`src/rtl/mc_control.sv`:
```
// Multi-cycle MIPS control FSM: sequences fetch/decode/execute/memory/write-back and
// Moore-decodes every datapath strobe from the state register.
module mc_control (
  input  logic       clk,
  input  logic       rst_n,
  input  logic [5:0] opcode,
  input  logic [5:0] funct,
  input  logic       zero,
  input  logic       mem_ready,
  output logic [5:0] alu_control,
  output logic [1:0] alu_src_a,
  output logic [2:0] alu_src_b,
  output logic [1:0] pc_source,
  output logic       pc_en,
  output logic       i_or_d,
  output logic       mem_read,
  output logic       mem_write,
  output logic       ir_write,
  output logic       reg_write,
  output logic       reg_dst,
  output logic       mem_to_reg,
  output logic       illegal,
  output logic [3:0] state
);

  typedef enum logic [3:0] {
    StFetch    = 4'd0,
    StDecode   = 4'd1,
    StMemAddr  = 4'd2,
    StMemRead  = 4'd3,
    StMemWb    = 4'd4,
    StMemWrite = 4'd5,
    StRExec    = 4'd6,
    StRWb      = 4'd7,
    StBranch   = 4'd8,
    StJump     = 4'd9,
    StIExec    = 4'd10,
    StIWb      = 4'd11,
    StBoot     = 4'd12
  } state_e;

  localparam logic [5:0] OpRtype = 6'h00;
  localparam logic [5:0] OpJ     = 6'h02;
  localparam logic [5:0] OpBeq   = 6'h04;
  localparam logic [5:0] OpBne   = 6'h05;
  localparam logic [5:0] OpAddi  = 6'h08;
  localparam logic [5:0] OpSlti  = 6'h0A;
  localparam logic [5:0] OpAndi  = 6'h0C;
  localparam logic [5:0] OpOri   = 6'h0D;
  localparam logic [5:0] OpLw    = 6'h23;
  localparam logic [5:0] OpSw    = 6'h2B;

  localparam logic [5:0] AluAdd = 6'b100000;
  localparam logic [5:0] AluSub = 6'b100010;
  localparam logic [5:0] AluAnd = 6'b100100;
  localparam logic [5:0] AluOr  = 6'b100101;
  localparam logic [5:0] AluSlt = 6'b101010;

  state_e state_q, state_d;
  logic   funct_legal, funct_shift;

  always_comb begin
    funct_legal = 1'b0;
    funct_shift = 1'b0;
    case (funct)
      6'h00, 6'h02, 6'h03: begin
        funct_legal = 1'b1;
        funct_shift = 1'b1;
      end
      6'h20, 6'h22, 6'h24, 6'h25, 6'h26, 6'h27, 6'h2A: funct_legal = 1'b1;
      default: ;
    endcase
  end

  always_comb begin
    state_d     = state_q;
    alu_control = 6'b000000;
    alu_src_a   = 2'b00;
    alu_src_b   = 3'b000;
    pc_source   = 2'b00;
    pc_en       = 1'b0;
    i_or_d      = 1'b0;
    mem_read    = 1'b0;
    mem_write   = 1'b0;
    ir_write    = 1'b0;
    reg_write   = 1'b0;
    reg_dst     = 1'b0;
    mem_to_reg  = 1'b0;
    illegal     = 1'b0;
    case (state_q)
      StBoot: state_d = StFetch;
      StFetch: begin
        mem_read    = 1'b1;
        alu_src_b   = 3'b001;
        alu_control = AluAdd;
        ir_write    = mem_ready;
        pc_en       = mem_ready;
        if (mem_ready) state_d = StDecode;
      end
      StDecode: begin
        // Branch target is computed here speculatively into ALUOut.
        alu_src_b   = 3'b011;
        alu_control = AluAdd;
        case (opcode)
          OpRtype: begin
            if (funct_legal) begin
              state_d = StRExec;
            end else begin
              state_d = StFetch;
              illegal = 1'b1;
            end
          end
          OpLw, OpSw:                     state_d = StMemAddr;
          OpBeq, OpBne:                   state_d = StBranch;
          OpJ:                            state_d = StJump;
          OpAddi, OpSlti, OpAndi, OpOri:  state_d = StIExec;
          default: begin
            state_d = StFetch;
            illegal = 1'b1;
          end
        endcase
      end
      StMemAddr: begin
        alu_src_a   = 2'b01;
        alu_src_b   = 3'b010;
        alu_control = AluAdd;
        state_d     = (opcode == OpLw) ? StMemRead : StMemWrite;
      end
      StMemRead: begin
        mem_read = 1'b1;
        i_or_d   = 1'b1;
        if (mem_ready) state_d = StMemWb;
      end
      StMemWb: begin
        reg_write  = 1'b1;
        mem_to_reg = 1'b1;
        state_d    = StFetch;
      end
      StMemWrite: begin
        mem_write = 1'b1;
        i_or_d    = 1'b1;
        if (mem_ready) state_d = StFetch;
      end
      StRExec: begin
        alu_control = funct;
        alu_src_a   = funct_shift ? 2'b10 : 2'b01;
        alu_src_b   = funct_shift ? 3'b100 : 3'b000;
        state_d     = StRWb;
      end
      StRWb: begin
        reg_write = 1'b1;
        reg_dst   = 1'b1;
        state_d   = StFetch;
      end
      StBranch: begin
        alu_src_a   = 2'b01;
        alu_control = AluSub;
        pc_source   = 2'b01;
        pc_en       = (opcode == OpBeq) ? zero : !zero;
        state_d     = StFetch;
      end
      StJump: begin
        pc_en     = 1'b1;
        pc_source = 2'b10;
        state_d   = StFetch;
      end
      StIExec: begin
        alu_src_a = 2'b01;
        case (opcode)
          OpSlti: begin
            alu_src_b   = 3'b010;
            alu_control = AluSlt;
          end
          OpAndi: begin
            alu_src_b   = 3'b101;
            alu_control = AluAnd;
          end
          OpOri: begin
            alu_src_b   = 3'b101;
            alu_control = AluOr;
          end
          default: begin
            alu_src_b   = 3'b010;
            alu_control = AluAdd;
          end
        endcase
        state_d = StIWb;
      end
      StIWb: begin
        reg_write = 1'b1;
        state_d   = StFetch;
      end
      default: state_d = StBoot;
    endcase
  end

  always_ff @(posedge clk or negedge rst_n) begin
    if (!rst_n) begin
      state_q <= StBoot;
    end else begin
      state_q <= state_d;
    end
  end

  assign state = state_q;

endmodule

```
`config.mk`:
```
export PLATFORM = sky130hd
export DESIGN_NAME = mc_control
export DESIGN_NICKNAME = d
export VERILOG_FILES = /design/src/rtl/mc_control.sv
export SDC_FILE = /design/constraint.sdc
export NUM_CORES = 1
export LEC_CHECK = 0
export ABC_CLOCK_PERIOD_IN_PS = 1900
export CORE_MARGIN = 5
export CORE_UTILIZATION = 35
export CTS_CLUSTER_SIZE = 30
export DETAILED_ROUTE_END_ITERATION = 6
export PLACE_DENSITY = 0.8
export SLEW_MARGIN = 10
export SYNTH_ARGS = -nofsm -noshare
export SYNTH_HDL_FRONTEND = slang
export SYNTH_SLANG_ARGS = --single-unit
export TNS_END_PERCENT = 10
```
`constraint.sdc`:
```
create_clock -name clk -period 1.9 [get_ports clk]
set_input_delay 0.38 -clock clk [delete_from_list [all_inputs] [get_ports clk]]
set_output_delay 0.38 -clock clk [all_outputs]
set_load 0.03 [all_outputs]
```
==> metrics.csv, run 1 <==
metric;value;unit
Leak;0.742;nW
r2r worst-path depth;6;
# IOs;42;
peak supply drop;0.336;mV
initial drt markers;23;
sequential-to-total area share from yosys stat;0.129;
CTS tree;built;
Skew-Pair Late Insertion Delay;0.24;ns
Residual DRC;0;
failing checks;negative setup slack;
die height;57.7;um
Post-Syn Instances;128;
H-tree depth;1;
via/cell ratio;5.48;
GR Util met2;0.366;
Fillers;180;
Routed Antenna Nets;0;
max incr delay on CP;0.42;ns
wire per inst;14.8;um
Slew @ Worst Pin;0.409;ns
synth-to-layout area growth;95.8;%
placed cells;219;
worst r2r src;state[1];
unrepaired setup endpoints after global routing;yes;
Slowest-stage cell, CP;or4_4;
Max-Cap Viols;0;
Slew HR;0.724;
Core Footprint;2190;um2
Tmin final;2.06;ns
post-synthesis cell type count;37;
ys flop type;dfstp_2;
CP Launch Type;input pin;
Pwr Density;318;nW/um2
global-route met1 utilization;0.221;
clk buf depth;2;
kind of critical path;in2out;
global-route wire length before repair;5240;um
vias in the first global route;1167;
DR vias;1216;
Die Wd;57.7;um
crit path DAT;1.68;ns
worst reg2reg path endpoint;state[2];
Critical path origin;opcode[5];
max reg flops;4;
Syn Nets;144;
Post-Layout Inst Area;1560;um2
WHS;0.355;ns
Combinational Power Share;0.599;
Clock Power Share;0.214;
leading post-synthesis cells by cell area;nand2_1 (8.0%), nor2_1 (7.1%), dfstp_2 (6.6%);
syn avg cell area;6.22;um2
fmax;484;MHz
Core Rows;17;
fin worst setup slack;-0.164;ns
flip-flop and latch area;103;um2
Critical Path Sink;pc_en;
Flop pwr share;0.187;
final setup skew;0.00526;ns
Switching Fraction;0.398;
CP Capture Type;output pin;
max-slew violations;0;
status;finished, violations left;
routability cong.;0.872;
Nets;212;
reg2reg setup slack;0.29;ns
post-synthesis register bit count;4;
largest net degree at the start of global routing;18;
EDFF count, synth;0;
Port Buffers;41;
YS warnings;0;
GRT met3 Usage;0.0312;
crit-path cells;buf_6 > or3_4 > or4_4 > a21oi_2 > o21bai_1 > buf_4;
Yosys top cell area share;0.0802;
Pint;0.000298;W
HP Class;in2async;
die area;3330;um2
Post-CTS Setup Inserts;0;
post-route insts no fill;222;
GR peak layer;met2;
Total Routing Usage GR;0.196;
clk root buf;clkbuf_4;
CTS Buf Count;3;
Worst-path clk slew;0.04;ns
Initial Utilization;0.363;
diodes inserted;0;
Switch Pwr;0.000197;W
Post-synth ARST share;1.00;
DR pass1 iterations;6;
Final Setup Violations;12;
Detailed Place HPWL;2420;um
mapped cell area;796;um2
multi-input logic area;747;um2
total wire length;3290;um
period utilization;1.09;
clk sinks;4;
share of cells above drive strength 1;0.479;
total power draw;0.000495;W
crit-path max FO;2;
area leader, netlist;nand2_1;
initial antenna violation count;0;
Worst Path Required;1.52;ns
cell area after placement;1430;um2
final hold vios;0;
DP Worst Slack;-0.963;ns
GRT overflow;0;
[metrics by stage]
| stage | setup TNS [ns] | util |
|---|---|---|
| global route | -1.73 | 0.711 |
| CTS | -0.892 | 0.701 |
| floorplan | -1.95 | - |
| detailed placement | -4.89 | 0.652 |
| global placement | -4.42 | 0.652 |
| finish | -0.626 | 0.711 |
[timing repair]
item | 4_1_cts | 5_1_grt
hold buffers | 0 | 0
cloned | 0 | 0
gates resized for setup | 69 | 14
setup endpoints to repair | 19 | 21
pin swaps | 10 | 4
[cells in the final DEF, fill, tap and decap left out, drive strengths merged, types with 3 or more instances in the layout]
cell          n
o22ai         3
a21oi         8
a32o          3
o21ai         8
xnor2         3
nor2         15
nor2b         3
nor3          7
buf          59
clkbuf        6
nand3         6
inv           6
nand2        17
o31ai         3
dlygate4sd2   7
nand2b        7
[final cells by class]
type | instances | area share
multi-input cells | 107 | 0.480
repair buffers | 74 | 0.403
flip-flops and latches | 4 | 0.0659
well taps | 28 | 0.0225
clock buffers | 3 | 0.0145
inverters | 6 | 0.0145
[worst max-delay path: cells and delay by family]
kind / cells / cell delay, ns
AOI/OAI and AO/OA: 2 / 0.26
buffers and inverters: 2 / 0.26
and+or+nand+nor: 2 / 0.79
[synth_stat cells, types with 2 or more instances]
cell / n
nand2_1: 17
nor2_1: 15
a21oi_1: 8
o21ai_0: 8
clkbuf_1: 7
nand2b_1: 7
nor3_1: 7
inv_1: 6
nand3_1: 6
a32o_1: 3
nor2b_1: 3
o22ai_1: 3
o31ai_1: 3
xnor2_1: 3
a211oi_1: 2
and3_1: 2
buf_2: 2
buf_6: 2
dfrtp_1: 2
dfstp_2: 2
o21a_1: 2
o21bai_1: 2
or4_1: 2
[layer usage]
layer / share of wire / up-vias
li1: - / 592
met4: 0.014 / 0
met3: 0.066 / 4
met2: 0.53 / 58
met1: 0.39 / 562
met5: 0 / -
[cell families after synthesis]
kind of cell / synth area share
AO/OA/AOI/OAI: 0.300
AND/OR/NAND/NOR: 0.436
flip-flops: 0.129
XOR/XNOR: 0.0330
buffers and inverters: 0.102
[power groups by stage]
| stage | Combinational [W] | Clock, W | Sequential [W] |
|---|---|---|---|
| detailed placement | 0.000282 | 0 | 0.0000932 |
| finish | 0.000297 | 0.000106 | 0.0000925 |
| CTS | 0.000291 | 0.000110 | 0.0000924 |
| global route | 0.000317 | 0.000120 | 0.0000926 |
| floorplan | 0.000136 | 0 | 0.0000991 |
| global placement | 0.000276 | 0 | 0.0000929 |
[worst min path at each step]
| stage | to |
|---|---|
| finish | state[0] |
| global route | state[0] |
| CTS | state[0] |
| detailed placement | state[0] |
| global placement | state[0] |
| floorplan | state[0] |
Note: power is estimated with default switching activity, not from simulation.
==> run 2: changes to the inputs <==
Settings changed: CORE_MARGIN 5 to 4, GPL_TIMING_DRIVEN set to 0.
==> run 2 against run 1 <==
Against the previous run: the flow still finishes with violations (negative setup slack); sequential cell count unchanged; clock skew is 0.00074 ns higher; combinational power shrank 13%; maximum frequency about the same; routed wire length decreased by 13%; register-to-register slack lost 0.09 ns; count of clock-buffer cells in the layout unchanged; non-clock buffer count down 21; worst hold slack worse by 0.015 ns; design area down 10%; utilization shrank 7.2 points; largest power group unchanged.
==> metrics.csv, run 2 (synthesis results as in run 1) <==
metric;value;unit
Slew @ Worst Pin;0.398;ns
worst r2r src;state[3];
clk sinks;4;
final setup TNS;-0.287;ns
period utilization;1.09;
peak supply drop;0.260;mV
flip-flop and latch area;104;um2
unrepaired setup endpoints after global routing;yes;
Core Footprint;2190;um2
Max-Cap Viols;0;
Fillers;189;
via/cell ratio;5.59;
clk buf depth;2;
max-slew violations;0;
Residual DRC;0;
Routed Antenna Nets;0;
initial antenna violation count;0;
crit-path cells;buf_8 > or3_4 > or4_4 > a21oi_2 > o21bai_1 > buf_4;
Worst-path clk slew;0.04;ns
CP Capture Type;output pin;
crit-path max FO;9;
total power draw;0.000456;W
Die Wd;55.7;um
Nets;191;
status;finished, violations left;
routability cong.;0.927;
most frequent cells in the layout;nand2_1 (16), nor2_1 (13), buf_4 (13), buf_2 (9), buf_6 (8);
final setup skew;0.00600;ns
synth-to-layout area growth;75.9;%
global-route wire length before repair;4490;um
Critical path origin;opcode[3];
placed cells;193;
total wire length;2880;um
CTS tree;built;
die height;55.7;um
Post-CTS Hold Buffers;0;
Pwr Density;326;nW/um2
Skew-Pair Late Insertion Delay;0.24;ns
share of cells above drive strength 1;0.405;
Worst Path Required;1.52;ns
max reg flops;4;
DR pass1 iterations;5;
Detailed Place HPWL;2010;um
WHS;0.340;ns
H-tree depth;1;
wire per inst;14.3;um
Total Routing Usage GR;0.171;
DR vias;1124;
# IOs;42;
HP Class;in2async;
Slew HR;0.731;
largest net degree at the start of global routing;11;
clk root buf;clkbuf_4;
CP Launch Type;input pin;
crit path DAT;1.69;ns
vias in the first global route;1011;
Slowest-stage cell, CP;or4_4;
Leak;0.615;nW
max incr delay on CP;0.42;ns
Core Rows;17;
multi-input logic area;756;um2
failing checks;negative setup slack;
Port Buffers;37;
kind of critical path;in2out;
fmax;484;MHz
CTS Buf Count;3;
Final Setup Violations;3;
DP Worst Slack;-1.01;ns
post-route insts no fill;201;
fin worst setup slack;-0.165;ns
Tmin final;2.07;ns
initial drt markers;37;
diodes inserted;0;
Initial Utilization;0.363;
commonest non-fill, non-tap cell in the layout;nand2_1;
GRT overflow;0;
final hold vios;0;
die area;3100;um2
==> run 2: cell types whose count changed in the layout (fill, tap and decap cells not counted), moves of 3 or more <==
cell | before | now
buf_2 | 2 | 9
buf_4 | 45 | 13
dlygate4sd2_1 | 7 | 4
clkdlybuf4s50_1 | 2 | 5
clkdlybuf4s15_2 | 1 | 4
==> run 2: layout make-up <==
type,count,share of cell area
Sequential cell,4,0.0742
Multi-Input combinational cell,107,0.540
Clock buffer,3,0.0161
Timing Repair Buffer,43,0.256
Inverter,6,0.0161
Tap cell,28,0.0250
Buffer,10,0.0733
==> run 2: stage by stage <==
stage / cell area (um2) / utilization
global route: 1400 / 0.639
finish: 1400 / 0.639
global placement: 1240 / 0.565
CTS: 1330 / 0.606
floorplan: 832 / -
detailed placement: 1240 / 0.565
==> run 2: final timing paths <==
kind,end,cells past startpoint,slack [ns]
hold reg to reg,state[2],3,0.81
max in group asynchronous,state[3],1,1.32
min in group clk,state[0],4,0.49
setup / recovery,pc_en,6,-0.17
setup reg to reg,state[2],6,0.20
hold / removal,state[0],1,0.34
==> run 2: worst max-delay path, delay by kind of cell <==
family,cells,cell delay (ns)
and+or+nand+nor,2,0.80
AOI/OAI and AO/OA,2,0.23
buffers and inverters,2,0.28
==> run 2: per-layer routing <==
| metal | routed length (um) | vias up | share of wire | GRT usage |
|---|---|---|---|---|
| met3 | 258 | 4 | 0.090 | 0.0418 |
| li1 | - | 553 | - | - |
| met5 | 0 | - | 0 | 0 |
| met4 | 31 | 0 | 0.011 | 0.0208 |
| met2 | 1390 | 57 | 0.48 | 0.301 |
| met1 | 1190 | 510 | 0.41 | 0.214 |
==> run 2: timing repair <==
item | in CTS | in global routing
pin swaps | 8 | 4
buffers inserted | 2 | 4
resized for setup | 168 | 19
endpoints found under the hold margin | 0 | 0
setup endpoints to repair | 23 | 22
==> run 2: power breakdown <==
group	internal [W]	switching (W)
Combinational	0.000110	0.000148
Sequential	0.0000898	0.00000383
Clock	0.0000706	0.0000343
Total	0.000270	0.000186
